**src/rtl/conv_encoder_k3.sv**
```systemverilog
// conv_encoder_k3: rate-1/2 K=3 convolutional encoder with valid/ready framing; define ENC_TAIL_EN to append 2 zero tail pairs
module conv_encoder_k3 #(
    parameter int         FRAME_LEN = 16,
    parameter logic [2:0] G0        = 3'b111,
    parameter logic [2:0] G1        = 3'b101
) (
    input  logic       clk,
    input  logic       rst,
    input  logic       start,
    input  logic       in_valid,
    input  logic       in_bit,
    output logic       in_ready,
    output logic       out_valid,
    output logic [1:0] out_pair,
    output logic       out_last,
    input  logic       out_ready,
    output logic       busy,
    output logic       done
);
    localparam int CW = $clog2(FRAME_LEN + 1);
    localparam logic [1:0] IDLE  = 2'd0;
    localparam logic [1:0] DATA  = 2'd1;
    localparam logic [1:0] TAIL  = 2'd2;
    localparam logic [1:0] DRAIN = 2'd3;

    logic [1:0]    state;
    logic [CW-1:0] cnt;
    logic          s1, s0;
    logic          slot_free, load, u, last_bit, last_pair;
    logic [2:0]    w;

    assign slot_free = !out_valid || out_ready;
    assign in_ready  = (state == DATA) && slot_free;
    assign busy      = state != IDLE;
    assign done      = (state == DRAIN) && out_valid && out_ready && out_last;
    assign last_bit  = cnt == CW'(FRAME_LEN - 1);
    assign u         = (state == DATA) ? in_bit : 1'b0;
    assign w         = {u, s1, s0};
    assign load      = (state == DATA) ? (in_valid && slot_free) : ((state == TAIL) && slot_free);

`ifdef ENC_TAIL_EN
    logic tail_cnt;
    assign last_pair = (state == TAIL) && tail_cnt;

    // counts the two tail pairs; wraps back to 0 after the second
    always_ff @(posedge clk or posedge rst) begin
        if (rst)                        tail_cnt <= 1'b0;
        else if (state == IDLE)         tail_cnt <= 1'b0;
        else if (state == TAIL && load) tail_cnt <= !tail_cnt;
    end
`else
    assign last_pair = (state == DATA) && last_bit;
`endif

    // frame sequencing and data bit counting
    always_ff @(posedge clk or posedge rst) begin
        if (rst) begin
            state <= IDLE;
            cnt   <= '0;
        end else begin
            case (state)
                IDLE: if (start) begin
                    state <= DATA;
                    cnt   <= '0;
                end
                DATA: if (load) begin
                    cnt <= cnt + 1'b1;
`ifdef ENC_TAIL_EN
                    if (last_bit) state <= TAIL;
`else
                    if (last_bit) state <= DRAIN;
`endif
                end
`ifdef ENC_TAIL_EN
                TAIL: if (load && tail_cnt) state <= DRAIN;
`else
                TAIL: state <= IDLE;
`endif
                DRAIN: if (done) state <= IDLE;
                default: state <= IDLE;
            endcase
        end
    end

    // encoder memory: cleared on start, shifted on every encode step
    always_ff @(posedge clk or posedge rst) begin
        if (rst) begin
            s1 <= 1'b0;
            s0 <= 1'b0;
        end else if (state == IDLE && start) begin
            s1 <= 1'b0;
            s0 <= 1'b0;
        end else if (load) begin
            s1 <= u;
            s0 <= s1;
        end
    end

    // single-entry output register, holds while downstream stalls
    always_ff @(posedge clk or posedge rst) begin
        if (rst) begin
            out_valid <= 1'b0;
            out_pair  <= 2'b00;
            out_last  <= 1'b0;
        end else if (load) begin
            out_valid <= 1'b1;
            out_pair  <= {^(w & G0), ^(w & G1)};
            out_last  <= last_pair;
        end else if (out_ready) begin
            out_valid <= 1'b0;
        end
    end
endmodule

```
**config.mk**
```make
export PLATFORM = sky130hd
export DESIGN_NAME = conv_encoder_k3
export DESIGN_NICKNAME = d
export VERILOG_FILES = /design/src/rtl/conv_encoder_k3.sv
export SDC_FILE = /design/constraint.sdc
export NUM_CORES = 1
export LEC_CHECK = 0
export BUFFER_PORTS_ARGS = -buffer_cell sky130_fd_sc_hd__buf_2
export CAP_MARGIN = 5
export CORE_MARGIN = 4
export CORE_UTILIZATION = 50
export CTS_CLUSTER_SIZE = 16
export DETAILED_ROUTE_END_ITERATION = 10
export GPL_TIMING_DRIVEN = 0
export MAX_ROUTING_LAYER = met4
export PLACE_DENSITY_LB_ADDON = 0.3
export RECOVER_POWER = 25
export SETUP_SLACK_MARGIN = 0.5
export SLEW_MARGIN = 10
export SYNTH_ARGS = -nofsm -noshare
export SYNTH_HDL_FRONTEND = slang
export SYNTH_SLANG_ARGS = --single-unit
```
**constraint.sdc**
```tcl
create_clock -name clk -period 1.8 [get_ports clk]
set_clock_uncertainty 0.15 [all_clocks]
set_input_delay 0.18 -clock clk [delete_from_list [all_inputs] [get_ports clk]]
set_output_delay 0.18 -clock clk [all_outputs]
set_load 0.01 [all_outputs]
```
# Word level (Yosys, flattened, before mapping)

Index checks and enable logic that the tools add are counted.

Register bits after elaboration: 13
Bits of input ports: 6
Output and inout bits: 7
Logic and storage cells: 51

$add $sub $neg: 1
Eq/ne operators: 8
Muxes and demuxes: 16
Reductions and logical operators: 19

Operator list:

| cell                  | number |
|---|---|
| $mux W5               | 2 |
| $pmux W5 S2           | 1 |
| $logic_and A1 B1 Y1   | 8 |
| $mux W1               | 8 |
| $mux W2               | 4 |
| $ne A2 B2 Y1 const B  | 4 |
| $pmux W2 S4           | 1 |
| $reduce_bool A2 Y1    | 4 |
| $reduce_xor A3 Y1     | 2 |
| $add A5 B1 Y5 const B | 1 |
| $eq A5 B4 Y1 const B  | 1 |
| $eq A2 B2 Y1 const B  | 2 |
| $reduce_and A4 Y1     | 1 |
| $reduce_and A3 Y1     | 1 |
| $eq A2 B1 Y1 const B  | 1 |
| $logic_not A2 Y1      | 1 |
| $logic_not A1 Y1      | 1 |
| $logic_or A1 B1 Y1    | 1 |

# Longest topological paths before layout

Gate-level depths: netlist of run 1.

Depth in word-level cells: 6
Gate-level depth with buffers: 5
Gate-level depth less buffers: 5

# Worst setup path after synthesis of run 1

No wires, ideal clock.

Path type: register to register
Start: reg cnt[0]
End: reg cnt[4]
Setup time: 0.121 ns
Data arrival time: 1.296 ns
Data required time: 1.529 ns
Slack: 0.233 ns
Stages on the path, launching flop included: 6
Path buffers: 0
Clock period less this slack: 1.567 ns
Cell sequence: dfrtp_1 ha_1 and3_1 ha_1 o22ai_1 a22o_1

Cells in the longest elaborated chain, start to end: 3

Ends and longest elaborated chain:

| element                | RTL line | source |
|---|---|---|
| from (decl)            | 27       | `logic [CW-1:0] cnt;` |
| from (signal assigned) | 67       | `cnt <= cnt + 1'b1;` |
| $add A5 B1 Y5          | 67       |  |
| $mux W5                | 66       | `DATA: if (load) begin` |
| $pmux W5 S2            | 61       | `case (state)` |

Every way passes these cells. The select of a mux whose other input is x is not followed.
A chain may end at the register's enable or synchronous reset.

# Worst setup path after layout of run 1

Start: reg cnt[1]
End: reg cnt[4]

The elaborated chain is that of the path after synthesis.

==> impl_metrics.yaml, run 1 <==
detailed_routing:
  drcViolationCount: 0
  drtPass1Iterations: 4
  ant_nets: 0
  drt_iter0_markers: 26
  vias: 755
  post_drt_wl_per_cell_um: 18.98
  vias_per_cell: 6.089
  routed_wl_um: 2353
yosys:
  synth_seq_cells: 13
  synth_edf_count: 0
  syn_inst: 75
  syn_area_per_cell_um2: 9.409
  syn-cell-area_um2: 705.7
  synth_cell_types: 25
  synth_ff_type: "dfrtp_1"
  synth-warning-count: 0
  yosysSeqAreaShare_pct: 46.10
  syn_nets: 83
  async_flop_share_pct: 100.0
critical_path:
  crit_slowest_cell: "dfrtp_1"
  cp-start-kind: "register"
  arrival_ns: 1.59
  crit_fanout: 2
  crit_required_ns: 1.84
  worstSetupPathType: "reg2reg"
  crit_path_end_kind: "register"
  max_stage_delay_ns: 0.40
  crit_chain: "ha_2, and3_4, ha_4, o22ai_2, a22o_1"
sta:
  clock.fmax_mhz: 642.7
  period_minus_slack_ns: 1.556
  max_slew_margin_pct: 65.61
  rsz0062_at_grt: "yes"
  tightest_slew_ns: 0.5153
  whs_ns: 0.05364
  finalSetupTns_ns: 0
  hold_viol: 0
  slew_viol_final: 0
  setup_violations: 0
  final.period_utilization_pct: 86.45
finish:
  areaGrowthSynthToFinish_pct: 64.89
  fin_nets: 118
  fillCellCount: 57
  n_antenna_cell: 0
  drive_gt1_share_pct: 59.63
  final_cells: 124
  final_cell_mix: "buf_6 (10), dfrtp_1 (10), buf_2 (10)"
global_route:
  grt_pass1_vias: 730
  grt-busiest-layer: "met2"
  met3_usage_pct: 4.743
  grtUsageTotal_pct: 24.68
  overflow: 0
  antenna_found_initial: 0
  grt_pass1_wl_um: 3346
  use_met1_pct: 26.73
  use_met2_pct: 38.44
  grt_max_degree: 14
placed_design:
  place.gp.congestion: 0.7795
  portBuffers: 12
  dp_cells: 102
  hpwl_um: 1067
floorplan:
  initial_core_util_pct: 53.56
  die_w_um: 45.57
  fp.dieH_um: 45.57
  die_area_mm2: 0.002076
  num_rows: 13
  io_pins: 13
  coreArea_mm2: 0.001318
power:
  total_power_mw: 1.910
  peakVddDrop_mv: 1.246
  power_density_mw_per_mm2: 1641
  p_leak_nw: 0.5378
job:
  max_cap_viol_count: 0
hold_path:
  min_path_type: "in2reg"
run_status:
  status: "finished, final reports clean"
clock_tree:
  clkSinkCount: 13
  cts_inserted_buffers: 3
  cts_buffer_depth: 2
  htree_num_levels: 1
  insertion_delay_ns: 0.30
  root_buffer: "clkbuf_4"
  cts_tree: "built"
  clk_pin_slew_ns: 0.10
==> final cells by class <==
cell class,instances,area [µm²],share of cell area (%)
Buffer,1,11.26,0.9677
Clock buffer,3,22.52,1.935
Clock inverter,1,5.005,0.4301
Inverter,6,22.52,1.935
Multi-Input combinational cell,55,505.5,43.44
Sequential cell,13,329.1,28.28
Tap cell,15,18.77,1.613
Timing Repair Buffer,30,249.0,21.40
==> worst max-delay path, delay by kind of cell, from the launching register on <==
kind,cells,cell delay [ns]
adders and majority gates,2,0.44
DFF,1,0.40
AOI/OAI and AO/OA,2,0.28
and+or+nand+nor,1,0.17
==> final timing paths <==
| path | endpoint | from | slack, ns | cells past startpoint |
|---|---|---|---|---|
| min reg2reg | out_pair[1] | out_pair[1] | 0.36 | 2 |
| min | state[0] | start | 0.05 | 3 |
| max in group asynchronous | out_valid | rst | 0.81 | 3 |
| max | cnt[4] | cnt[1] | 0.24 | 5 |
| max reg2reg | cnt[4] | cnt[1] | 0.24 | 5 |
| min in group asynchronous | cnt[4] | rst | 0.30 | 3 |
==> through the flow <==
| stage | setup WS (ns) | util, % | instance area [µm²] |
|---|---|---|---|
| finish | 0.2440 | 88.32 | 1164 |
| global route | 0.2150 | 88.32 | 1164 |
| CTS | 0.2506 | 79.39 | 1046 |
| detailed placement | 0.2078 | 62.30 | 820.8 |
| global placement | 0.2192 | 62.30 | 820.8 |
| floorplan | 0.2918 | - | 742.0 |
==> registers in the layout, summed over array words and instances, names as in the netlist <==
signal,cells
out_valid,1
s0,1
s1,1
cnt,5
out_pair,2
state,2
out_last,1
==> logic make-up after synthesis <==
logic type	synth area share, %
buf+inv	4.787
flops	46.10
simple gates	20.92
mux	3.191
fa+ha+maj	3.546
xor+xnor	2.483
compound gates	18.97
==> cell usage after synthesis (2+ instances only) <==
cell | instances | area share [%]
o21ai_0 | 7 | 5.0
o211ai_1 | 3 | 3.2
xnor2_1 | 2 | 2.5
nand3_1 | 5 | 3.5
a31oi_1 | 2 | 1.8
dfrtp_1 | 13 | 46
mux2_2 | 2 | 3.2
ha_1 | 2 | 3.5
nand2b_1 | 2 | 1.8
a22o_1 | 3 | 3.7
nand2_1 | 12 | 6.4
inv_1 | 6 | 3.2
nor2_1 | 4 | 2.1
==> metal layers <==
metal  part of all wire, %  wire [µm]
met4                   3.7         86
met5                     0          0
met3                   6.5        153
met1                    41        956
met2                    49       1157
==> report_power, final <==
group	switching (mW)	leakage, nW	total, mW	internal, mW
Sequential	0.132	0.144	0.552	0.421
Clock	0.112	0.0177	0.195	0.0828
Combinational	0.560	0.376	1.16	0.603
Total	0.803	0.538	1.91	1.11
==> repair_timing <==
item                                    in CTS  in global routing
pin swaps                                    8                  9
setup buffers                               13                  4
endpoints found under the setup margin      14                 14
hold buffers                                 1                  0
gates resized for setup                     18                 21
endpoints found under the hold margin       13                  0
Power figures use the tool's default switching activity.
==> inputs of run 2 (changes only) <==
ABC_CLOCK_PERIOD_IN_PS = 1800   (was default)
PLACE_DENSITY = 0.73   (was default)
PLACE_DENSITY_LB_ADDON = default   (was 0.3)
SETUP_SLACK_MARGIN = 0.3   (was 0.5)
==> run 2 against run 1 <==
Effect of this change: combinational power is 32% lower; sequential share of layout area is 5.1 points higher; critical path depth stayed put.
==> impl_metrics.yaml, run 2 (synthesized netlist as in run 1, its figures left out) <==
critical_path:
  max_stage_delay_ns: 0.41
  timing.rr.start: "cnt[0]"
  arrival_ns: 1.58
  crit_path_end_kind: "register"
  worstReg2RegEnd: "cnt[4]"
  r2r_cells: 5
  r2r_slack_ns: 0.25
  crit_chain: "ha_2, and3_4, ha_4, o22ai_1, a22o_1"
  crit_required_ns: 1.83
  cp_top_family: "adder cells"
  worstSetupPathType: "reg2reg"
  crit_slowest_cell: "dfrtp_1"
  cp-start-kind: "register"
  crit_fanout: 2
  critPathBufInv: 0
power:
  p_leak_nw: 0.4672
  peakVddDrop_mv: 0.8054
  power_density_mw_per_mm2: 1546
placed_design:
  hpwl_um: 1076
  post_dp_cell_area_um2: 787.0
  place.gp.congestion: 0.7531
  portBuffers: 12
job:
  max_cap_viol_count: 0
clock_tree:
  clk_pin_slew_ns: 0.09
  cts_tree: "built"
  insertion_delay_ns: 0.28
  cts_buffer_depth: 2
  cts_inserted_buffers: 3
  htree_num_levels: 1
  clkSinkCount: 13
  root_buffer: "clkbuf_4"
detailed_routing:
  post_drt_wl_per_cell_um: 14.84
  drtPass1Iterations: 4
  routed_wl_um: 1736
  drt_iter0_markers: 25
  vias_per_cell: 5.581
  vias: 653
  drcViolationCount: 0
  ant_nets: 0
floorplan:
  die_w_um: 45.57
  io_pins: 13
  fp.dieH_um: 45.57
  num_rows: 13
  die_area_mm2: 0.002076
  initial_core_util_pct: 53.56
  coreArea_mm2: 0.001318
global_route:
  grt_pass1_wl_um: 2801
  overflow: 0
  antenna_found_initial: 0
  grtUsageTotal_pct: 19.93
  grt_pass1_vias: 635
  grt_max_degree: 14
finish:
  largest_reg_flops: 5
  regMostFlops: "cnt"
  final_area_um2: 983.4
  areaGrowthSynthToFinish_pct: 39.36
  fin_nets: 111
  n_antenna_cell: 0
  top_regs: "cnt (5), out_pair (2), state (2)"
  drive_gt1_share_pct: 44.12
  final_cell_mix: "dfrtp_1 (11), buf_2 (11), nand2_1 (10)"
  final_util_pct: 74.64
sta:
  final.period_utilization_pct: 86.24
  period_minus_slack_ns: 1.552
  rsz0062_at_grt: "yes"
  slew_viol_final: 0
  max_slew_margin_pct: 66.79
  setup_violations: 0
  clock.fmax_mhz: 644.2
  tightest_slew_ns: 0.4976
  finalSetupTns_ns: 0
  hold_viol: 0
run_status:
  status: "finished, final reports clean"
hold_path:
  min_from: "start"
  hold_path_end: "state[0]"
  min_path_cells: 3
  min_path_type: "in2reg"
run 2: changes by cell type in the layout (fill, tap and decap cells not counted), sizes merged:
cell / before / now
buf: 30 / 23
clkbuf: 3 / 4
clkinv: 1 / 0
run 2: tightest hold or removal path: cells and delay by family:
kind,cells,cell delay (ns)
AOI/OAI and AO/OA,1,0.15
buffers and inverters,1,0.09
and+or+nand+nor,1,0.10
run 2: where the power goes:
part	internal (mW)	switching, mW	total, mW
clock	0.0861	0.105	0.191
combinational	0.402	0.390	0.792
sequential	0.419	0.118	0.537
total	0.907	0.613	1.52
run 2: worst max path at each step:
stage	from	to	slack (ns)	cells after the start
3_5_place_dp	cnt[0]	cnt[4]	0.22	5
3_3_place_gp	cnt[0]	cnt[4]	0.22	5
2_1_floorplan	cnt[1]	cnt[4]	0.29	5
4_1_cts	state[0]	busy	0.22	3
6_report	cnt[0]	cnt[4]	0.25	5
5_1_grt	cnt[0]	cnt[4]	0.21	5
run 2: area by class of cell:
type | instances | area (µm²)
Sequential cell | 13 | 327.8
Tap cell | 15 | 18.77
Buffer | 1 | 11.26
Timing Repair Buffer | 23 | 167.7
Fill cell | 89 | 334.1
Clock buffer | 4 | 26.28
Inverter | 6 | 22.52
Multi-Input combinational cell | 55 | 409.1
run 2: metal layers:
metal  GRT usage [%]  part of all wire, %
met2           30.92                   46
met4           12.28                  1.7
met3           3.557                  6.0
met5               -                    0
met1           23.65                   46
run 2: per-stage QoR:
| stage | std cells | hold WS (ns) | worst slack, ns | total power, mW |
|---|---|---|---|---|
| 6_report | 117 | 0.1177 | 0.2476 | 1.520 |
| 5_1_grt | 117 | 0.1313 | 0.2127 | 1.648 |
| 4_1_cts | 112 | 0.09719 | 0.2231 | 1.386 |
| 3_5_place_dp | 102 | 0.08352 | 0.2243 | 1.123 |
| 3_3_place_gp | 102 | 0.07594 | 0.2214 | 1.094 |
| 2_1_floorplan | 75 | -0.09304 | 0.2888 | 0.9619 |
run 2: what timing repair did:
action	4_1_cts	5_1_grt
hold buffers	1	0
pin swaps	2	4
gates resized for setup	3	15
buffers inserted	5	5
endpoints found under the setup margin	6	11
hold endpoints to repair	13	0
